[src/rtl/imm_ext_ctrl_pkg.sv]
// Shared definitions for the immediate-extension controller:
//   - ext_mode_e : extension mode encoding driven on the ext_mode port
//   - state_e    : controller FSM state encoding
//   - OP_*       : supported opcodes (instr[31:26])
//   - decode_opcode() : opcode -> {mode, illegal} lookup
package imm_ext_ctrl_pkg;

    typedef enum logic [1:0] {
        EXT_SIGN   = 2'd0,
        EXT_ZERO   = 2'd1,
        EXT_UPPER  = 2'd2,
        EXT_BRANCH = 2'd3
    } ext_mode_e;

    typedef enum logic [1:0] {
        ST_IDLE   = 2'd0,
        ST_DECODE = 2'd1,
        ST_EXTEND = 2'd2,
        ST_HOLD   = 2'd3
    } state_e;

    localparam logic [5:0] OP_BEQ   = 6'h04;
    localparam logic [5:0] OP_BNE   = 6'h05;
    localparam logic [5:0] OP_ADDI  = 6'h08;
    localparam logic [5:0] OP_ADDIU = 6'h09;
    localparam logic [5:0] OP_SLTI  = 6'h0A;
    localparam logic [5:0] OP_SLTIU = 6'h0B;
    localparam logic [5:0] OP_ANDI  = 6'h0C;
    localparam logic [5:0] OP_ORI   = 6'h0D;
    localparam logic [5:0] OP_XORI  = 6'h0E;
    localparam logic [5:0] OP_LUI   = 6'h0F;
    localparam logic [5:0] OP_LW    = 6'h23;
    localparam logic [5:0] OP_SW    = 6'h2B;

    typedef struct packed {
        ext_mode_e mode;
        logic      illegal;
    } decode_t;

    // Unsupported opcodes report illegal with the SIGN mode as a harmless default.
    function automatic decode_t decode_opcode(input logic [5:0] opcode);
        decode_t d;
        d.mode    = EXT_SIGN;
        d.illegal = 1'b0;
        case (opcode)
            OP_ADDI, OP_ADDIU, OP_SLTI, OP_SLTIU, OP_LW, OP_SW: d.mode = EXT_SIGN;
            OP_ANDI, OP_ORI, OP_XORI:                           d.mode = EXT_ZERO;
            OP_LUI:                                             d.mode = EXT_UPPER;
            OP_BEQ, OP_BNE:                                     d.mode = EXT_BRANCH;
            default:                                            d.illegal = 1'b1;
        endcase
        return d;
    endfunction

endpackage

[src/rtl/imm_ext_ctrl_extender.sv]
// imm_extender: purely combinational 16 -> 32 bit immediate extension.
// Ports:
//   imm_16   in  16-bit raw immediate
//   ext_mode in  extension mode (SIGN/ZERO/UPPER/BRANCH)
//   imm_32   out extended immediate
module imm_extender
    import imm_ext_ctrl_pkg::*;
(
    input  logic [15:0] imm_16,
    input  ext_mode_e   ext_mode,
    output logic [31:0] imm_32
);

    always_comb begin
        // NOTE: assign a default before the case so no path leaves imm_32 unassigned (no latch).
        imm_32 = {{16{imm_16[15]}}, imm_16};
        unique case (ext_mode)
            EXT_SIGN:   imm_32 = {{16{imm_16[15]}}, imm_16};
            EXT_ZERO:   imm_32 = {16'b0, imm_16};
            EXT_UPPER:  imm_32 = {imm_16, 16'b0};
            EXT_BRANCH: imm_32 = {{14{imm_16[15]}}, imm_16, 2'b00};
        endcase
    end

endmodule

[src/rtl/imm_ext_ctrl.sv]
// imm_ext_ctrl: accepts one instruction word at a time, decodes its opcode
// into an extension mode, extends the 16-bit immediate and presents the result
// until the consumer takes it. One instruction in flight; IDLE->DECODE->EXTEND->HOLD.
// Ports:
//   clk, rst            clock, synchronous active-high reset
//   in_valid/in_ready   instruction handshake (in_ready only in IDLE)
//   instr               instruction word, [31:26] opcode, [15:0] immediate
//   out_valid/out_ready result handshake (out_valid only in HOLD)
//   imm_32, ext_mode, illegal  registered result
//   ext_count           wrapping count of completed result handshakes
module imm_ext_ctrl
    import imm_ext_ctrl_pkg::*;
#(
    parameter int CNT_W = 8
) (
    input  logic             clk,
    input  logic             rst,
    input  logic             in_valid,
    output logic             in_ready,
    input  logic [31:0]      instr,
    output logic             out_valid,
    input  logic             out_ready,
    output logic [31:0]      imm_32,
    output logic [1:0]       ext_mode,
    output logic             illegal,
    output logic [CNT_W-1:0] ext_count
);

    state_e      state;
    logic [5:0]  opcode_q;
    logic [15:0] imm_16_q;
    ext_mode_e   mode_q;
    decode_t     dec;
    logic [31:0] ext_value;

    assign dec      = decode_opcode(opcode_q);
    assign ext_mode = mode_q;

    imm_extender u_imm_extender (
        .imm_16   (imm_16_q),
        .ext_mode (mode_q),
        .imm_32   (ext_value)
    );

    // Handshake flags are registered alongside the state so they are glitch-free
    // and always agree with it: in_ready <=> IDLE, out_valid <=> HOLD.
    always_ff @(posedge clk) begin
        // NOTE: non-blocking assignments so every register samples pre-edge values.
        if (rst) begin
            state     <= ST_IDLE;
            opcode_q  <= '0;
            imm_16_q  <= '0;
            in_ready  <= 1'b1;
            out_valid <= 1'b0;
            imm_32    <= '0;
            mode_q    <= EXT_SIGN;
            illegal   <= 1'b0;
            ext_count <= '0;
        end else begin
            unique case (state)
                ST_IDLE: begin
                    if (in_valid) begin
                        opcode_q <= instr[31:26];
                        imm_16_q <= instr[15:0];
                        in_ready <= 1'b0;
                        state    <= ST_DECODE;
                    end
                end
                ST_DECODE: begin
                    mode_q  <= dec.mode;
                    illegal <= dec.illegal;
                    state   <= ST_EXTEND;
                end
                ST_EXTEND: begin
                    imm_32    <= illegal ? 32'h0 : ext_value;
                    out_valid <= 1'b1;
                    state     <= ST_HOLD;
                end
                ST_HOLD: begin
                    if (out_ready) begin
                        out_valid <= 1'b0;
                        in_ready  <= 1'b1;
                        ext_count <= ext_count + CNT_W'(1);
                        state     <= ST_IDLE;
                    end
                end
            endcase
        end
    end

endmodule
[config.mk]
export PLATFORM = sky130hd
export DESIGN_NAME = imm_ext_ctrl
export DESIGN_NICKNAME = d
export VERILOG_FILES = /design/src/rtl/imm_ext_ctrl_pkg.sv /design/src/rtl/imm_ext_ctrl_extender.sv /design/src/rtl/imm_ext_ctrl.sv
export SDC_FILE = /design/constraint.sdc
export NUM_CORES = 1
export LEC_CHECK = 0
export CAP_MARGIN = 20
export CORE_MARGIN = 1
export CORE_UTILIZATION = 42
export CTS_BUF_LIST = sky130_fd_sc_hd__clkbuf_16
export DETAILED_ROUTE_END_ITERATION = 6
export PLACE_DENSITY = 0.86
export SYNTH_ARGS = -nofsm -noshare
export SYNTH_HDL_FRONTEND = slang
export SYNTH_SLANG_ARGS = --single-unit
[constraint.sdc]
create_clock -name clk -period 1.84 [get_ports clk]
set_clock_uncertainty 0.15 [all_clocks]
set_input_delay 0.276 -clock clk [delete_from_list [all_inputs] [get_ports clk]]
set_output_delay 0.276 -clock clk [all_outputs]
set_load 0.05 [all_outputs]
# After elaboration in Yosys (flattened, before gate mapping)
# Index checks and enable logic that the tools add are counted.
# classes
n_addsub	1
n_eq_ne	20
mux	12
n_reduce_logical	12
# ops
cell	n
$pmux W32 S4	1
$eq A6 B4 Y1 const B	8
$mux W32	1
$eq A6 B3 Y1 const B	2
$eq A6 B6 Y1 const B	2
$reduce_or A12 Y1	1
$add A8 B1 Y8 const B	1
$eq A2 B2 Y1 const B	4
$pmux W2 S4	1
$reduce_and A2 Y1	4
$pmux W2 S3	1
$eq A2 B1 Y1 const B	2
$logic_not A2 Y1	2
$mux W1	4
$mux W2	2
$ne A2 B2 Y1 const B	2
$pmux W1 S2	2
$reduce_bool A2 Y1	2
$reduce_and A3 Y1	1
$reduce_or A3 Y1	1
$reduce_or A2 Y1	1
# totals
ff_bits	69

# Longest topological paths before layout
# logic_depth
depth_word	3
depth_mapped	9
depth_no_buf	6

# By module
# From an unflattened synthesis, not the netlist that was laid out.
# unflattened
cells_unflattened	384
hier_area_um2	3193.1
# by_module_without_submodules
mod	instances	cells_each	area_per_inst_um2
imm_ext_ctrl	1	324	2681.3
imm_extender	1	60	511.7

# Worst setup path after synthesis
# Ideal clock, no wire load.
# synth_timing
path_type	register -> register
start	register illegal
end	register imm_32[6]
setup_time_ps	128
arrival_time_ps	1656
t_required_ps	1562
path_slack_ps	-94
stages_incl_launch_ff	8
n_path_buf	3
period_less_slack_ps	1934
cell_sequence	dfxtp_1 -> nor2b_1 -> buf_6 -> and3_4 -> buf_6 -> buf_6 -> a222oi_1 -> nor2_1
# synth_between
elab_chain_cells	1
# synth_rtl
element	line	source
from (decl)	imm_ext_ctrl.sv:25	output logic illegal,
from (signal assigned)	imm_ext_ctrl.sv:71	illegal <= dec.illegal;
$mux W32	imm_ext_ctrl.sv:75	imm_32 <= illegal ? 32'h0 : ext_value;
to (signal assigned)	imm_ext_ctrl.sv:75	
to (decl)	imm_ext_ctrl.sv:23	output logic [31:0] imm_32,
# No other way between the ends.
# A chain may end at the register's enable or synchronous reset.

# Worst setup path in the final report
# layout_timing
start	register state[0]
end	register imm_32[3]
# layout_between
elab_chain_cells	1
# layout_rtl
element	line	source
from (decl)	imm_ext_ctrl.sv:29	state_e state;
from (signal assigned)	imm_ext_ctrl.sv:50	state <= ST_IDLE;
from (signal assigned)	imm_ext_ctrl.sv:66	state <= ST_DECODE;
from (signal assigned)	imm_ext_ctrl.sv:72	state <= ST_EXTEND;
$eq A2 B2 Y1	imm_ext_ctrl.sv:60	unique case (state)
# No other way between the ends.

==> flow_summary.toml <==
[cts]
cts_root_buffer = "clkbuf_16"
cts_hold_buf = 0
clock_latency_ns = 0.33
cts_setup_buffers = 0
cts_sinks = 69
clk_path_buf_depth = 2
cts_buffers = 9
cts.clk_slew.worst_paths_ns = 0.06
h-tree-depth = 3
cts_tree = "built"

[logic_synthesis]
synth_cells = 319
yosysMostFrequentCell = "dfxtp_1"
synthesis.nets = 360
synth_top_area_share = 0.503
yosysTopAreaCell = "dfxtp_1"
async_flop_share = 0
synth_warnings = 0
netlist_area_um2 = 2750
synth-edff-count = 0
yosysSeqAreaShare = 0.503
ys_seq_elements = 69
synthTopCellsByArea = "dfxtp_1 (50%), nand2_1 (8.9%), a21oi_1 (8.2%)"
yosysUniqueCellTypes = 36
syn_area_per_cell_um2 = 8.61
synthFlopType = "dfxtp_1"
synth_common_cells = "dfxtp_1 (69), nand2_1 (65), a21oi_1 (45)"

[timing]
max_freq_ghz = 0.589
rsz0062_at_grt = "false"
max-slew-margin-rel = 0.701
tns_ns = 0
worstMarginPinSlew_ns = 0.448
setup_viol_count_final = 0
fin_crit_ns = 1.70
final.period_utilization = 0.923
whs_ns = 0.223
hold_viol = 0
slew_viol_final = 0

[route]
post-route-drc-count = 3
vias_per_cell = 5.48
drt_iter0_drc = 213
ant_nets = 0
routedWlPerCell_um = 15.1
dr.pass1.iters = 7
totalWireLength_um = 7110
via_count = 2583

[cells_and_area]
ff_latch_area_um2 = 1380
drive_above_1_share = 0.201
multiInputGateArea_um2 = 1230
nets = 430
area_growth_pct = 37.1
antenna-diode-count = 0
fillers = 545

[worst_setup_path]
critPathLaunch = "state[0]$_SDFFE_PP0P_"
critPathArrivalTime_ns = 1.76
crit_slowest_cell = "dfxtp_2"
crit_fanout = 14
cp_data_required_time_ns = 1.90
critPathMaxStageDelay_ns = 0.35
path_cells = "inv_1 > ha_2 > nor2b_1 > and3_4 > a222oi_1 > nor2_1"
cp-start-kind = "flop"
reg2reg_slack_ns = 0.14
r2r_start = "state[0]$_SDFFE_PP0P_"
r2r_cells = 6
worstSetupEndpointType = "flop"
reg2reg_to = "imm_32[3]$_SDFFE_PP0P_"
crit_type = "reg -> reg"

[floorplanning]
die_area_um2 = 6870
die_w_um = 82.9
start_util = 0.433
num_rows = 29
die_h_um = 82.9
core-area_um2 = 6350
io_pins = 81

[global_routing]
antenna_found_initial = 0
grt_pass1_vias = 2562
grt_pass1_wl_um = 11800
grt_overflow = 0
grt_usage = 0.214
grt_max_degree = 29

[power]
powerDensity_nw_per_um2 = 1370
peakVddDrop_mv = 0.938
p_total_uw = 5160
cellLeakagePower_uw = 0.00146

[run_status]
violations = "DRC"
status = "finished with violations"

[place]
portBuffers = 70
dpl.hpwl_um = 4740
routabilityCongestion = 0.838

[worst_hold_path]
holdPathStages = 2
hold_start = "rst"
hold_path_end = "ext_count[4]$_SDFFE_PP0P_"
min_path_type = "in -> reg"

[job]
cap_violations = 0
report_power, final:
part           leakage, uW  switching (uW)  internal (uW)
Clock             0.000161             630           1180
Sequential        0.000561             197           1690
Combinational     0.000734             924            537
Total              0.00146            1750           3410
cell usage in the layout, fill, tap and decap left out, types with 2 or more instances in the layout:
master,n
a21oi_1,45
a222oi_1,14
a22oi_1,2
buf_12,3
buf_4,53
bufinv_16,2
clkbuf_16,9
clkdlybuf4s50_1,24
clkinv_2,2
clkinv_4,2
dfxtp_1,67
dfxtp_2,2
ha_1,4
inv_1,6
mux2i_1,2
nand2_1,65
nand2b_1,8
nand3_1,7
nor2_1,26
nor2b_1,4
nor3_1,3
nor3b_1,2
o211ai_1,14
o21ai_0,5
or3_1,2
xnor2_1,3
xor2_1,2
critical path: cells and delay by family, from the launching register on:
| family | cells | cell delay, ns |
|---|---|---|
| AOI/OAI and AO/OA | 1 | 0.35 |
| adders and majority gates | 1 | 0.20 |
| buffers and inverters | 1 | 0.06 |
| and+or+nand+nor | 3 | 0.45 |
| DFF | 1 | 0.35 |
flip-flops by register name (all words and copies together) (netlist names):
signal,cells
ext_count,8
ext_mode,2
imm_16_q,16
imm_32,32
state,2
illegal,1
out_valid,1
in_ready,1
opcode_q,6
worst max-delay path by stage:
| stage | to | slack, ns |
|---|---|---|
| 6_report | imm_32[3]$_SDFFE_PP0P_ | 0.14 |
| 5_1_grt | imm_32[11]$_SDFFE_PP0P_ | 0.02 |
| 4_1_cts | imm_32[11]$_SDFFE_PP0P_ | 0.13 |
| 3_5_place_dp | ext_count[7]$_SDFFE_PP0P_ | 0.06 |
| 3_3_place_gp | ext_count[7]$_SDFFE_PP0P_ | 0.12 |
| 2_1_floorplan | imm_32[17]$_SDFFE_PP0P_ | 0.007 |
layer usage:
layer	GRT usage	vias up	routed length, um
met4	0.0799	0	193
met3	0.0944	21	577
li1	-	1265	-
met2	0.361	106	3470
met1	0.236	1191	2870
met5	0	-	0
cell families after synthesis:
| group | count (synthesis) | synth area share |
|---|---|---|
| AOI/OAI and AO/OA | 87 | 0.208 |
| DFF | 69 | 0.503 |
| buffers and inverters | 29 | 0.0492 |
| and+or+nand+nor | 122 | 0.194 |
| adders and majority gates | 5 | 0.0228 |
| xor gates and xnor gates | 5 | 0.0159 |
| muxes | 2 | 0.00729 |
cell type report:
type                    count  share of cell area
flip-flops and latches     69               0.367
multi-input cells         221               0.327
repair buffers             82               0.190
clock buffers               9              0.0598
well taps                  77              0.0256
clock inverters             7              0.0242
inverters                   6             0.00598
per-stage QoR:
step                      cell area, um^2  setup slack, ns  utilization  std cells
final                                3770            0.141        0.593        471
after detailed placement             3450           0.0558        0.543        455
after global placement               3450            0.118        0.543        455
after global routing                 3770           0.0230        0.593        471
after floorplan                      2750          0.00706            -        319
after CTS                            3760            0.128        0.593        471
what timing repair did:
| item | CTS | global route |
|---|---|---|
| endpoints found under the hold margin | 0 | 0 |
| resized for setup | 0 | 1 |
| endpoints found under the setup margin | 0 | 2 |
Note: power is estimated with default switching activity, not from simulation.
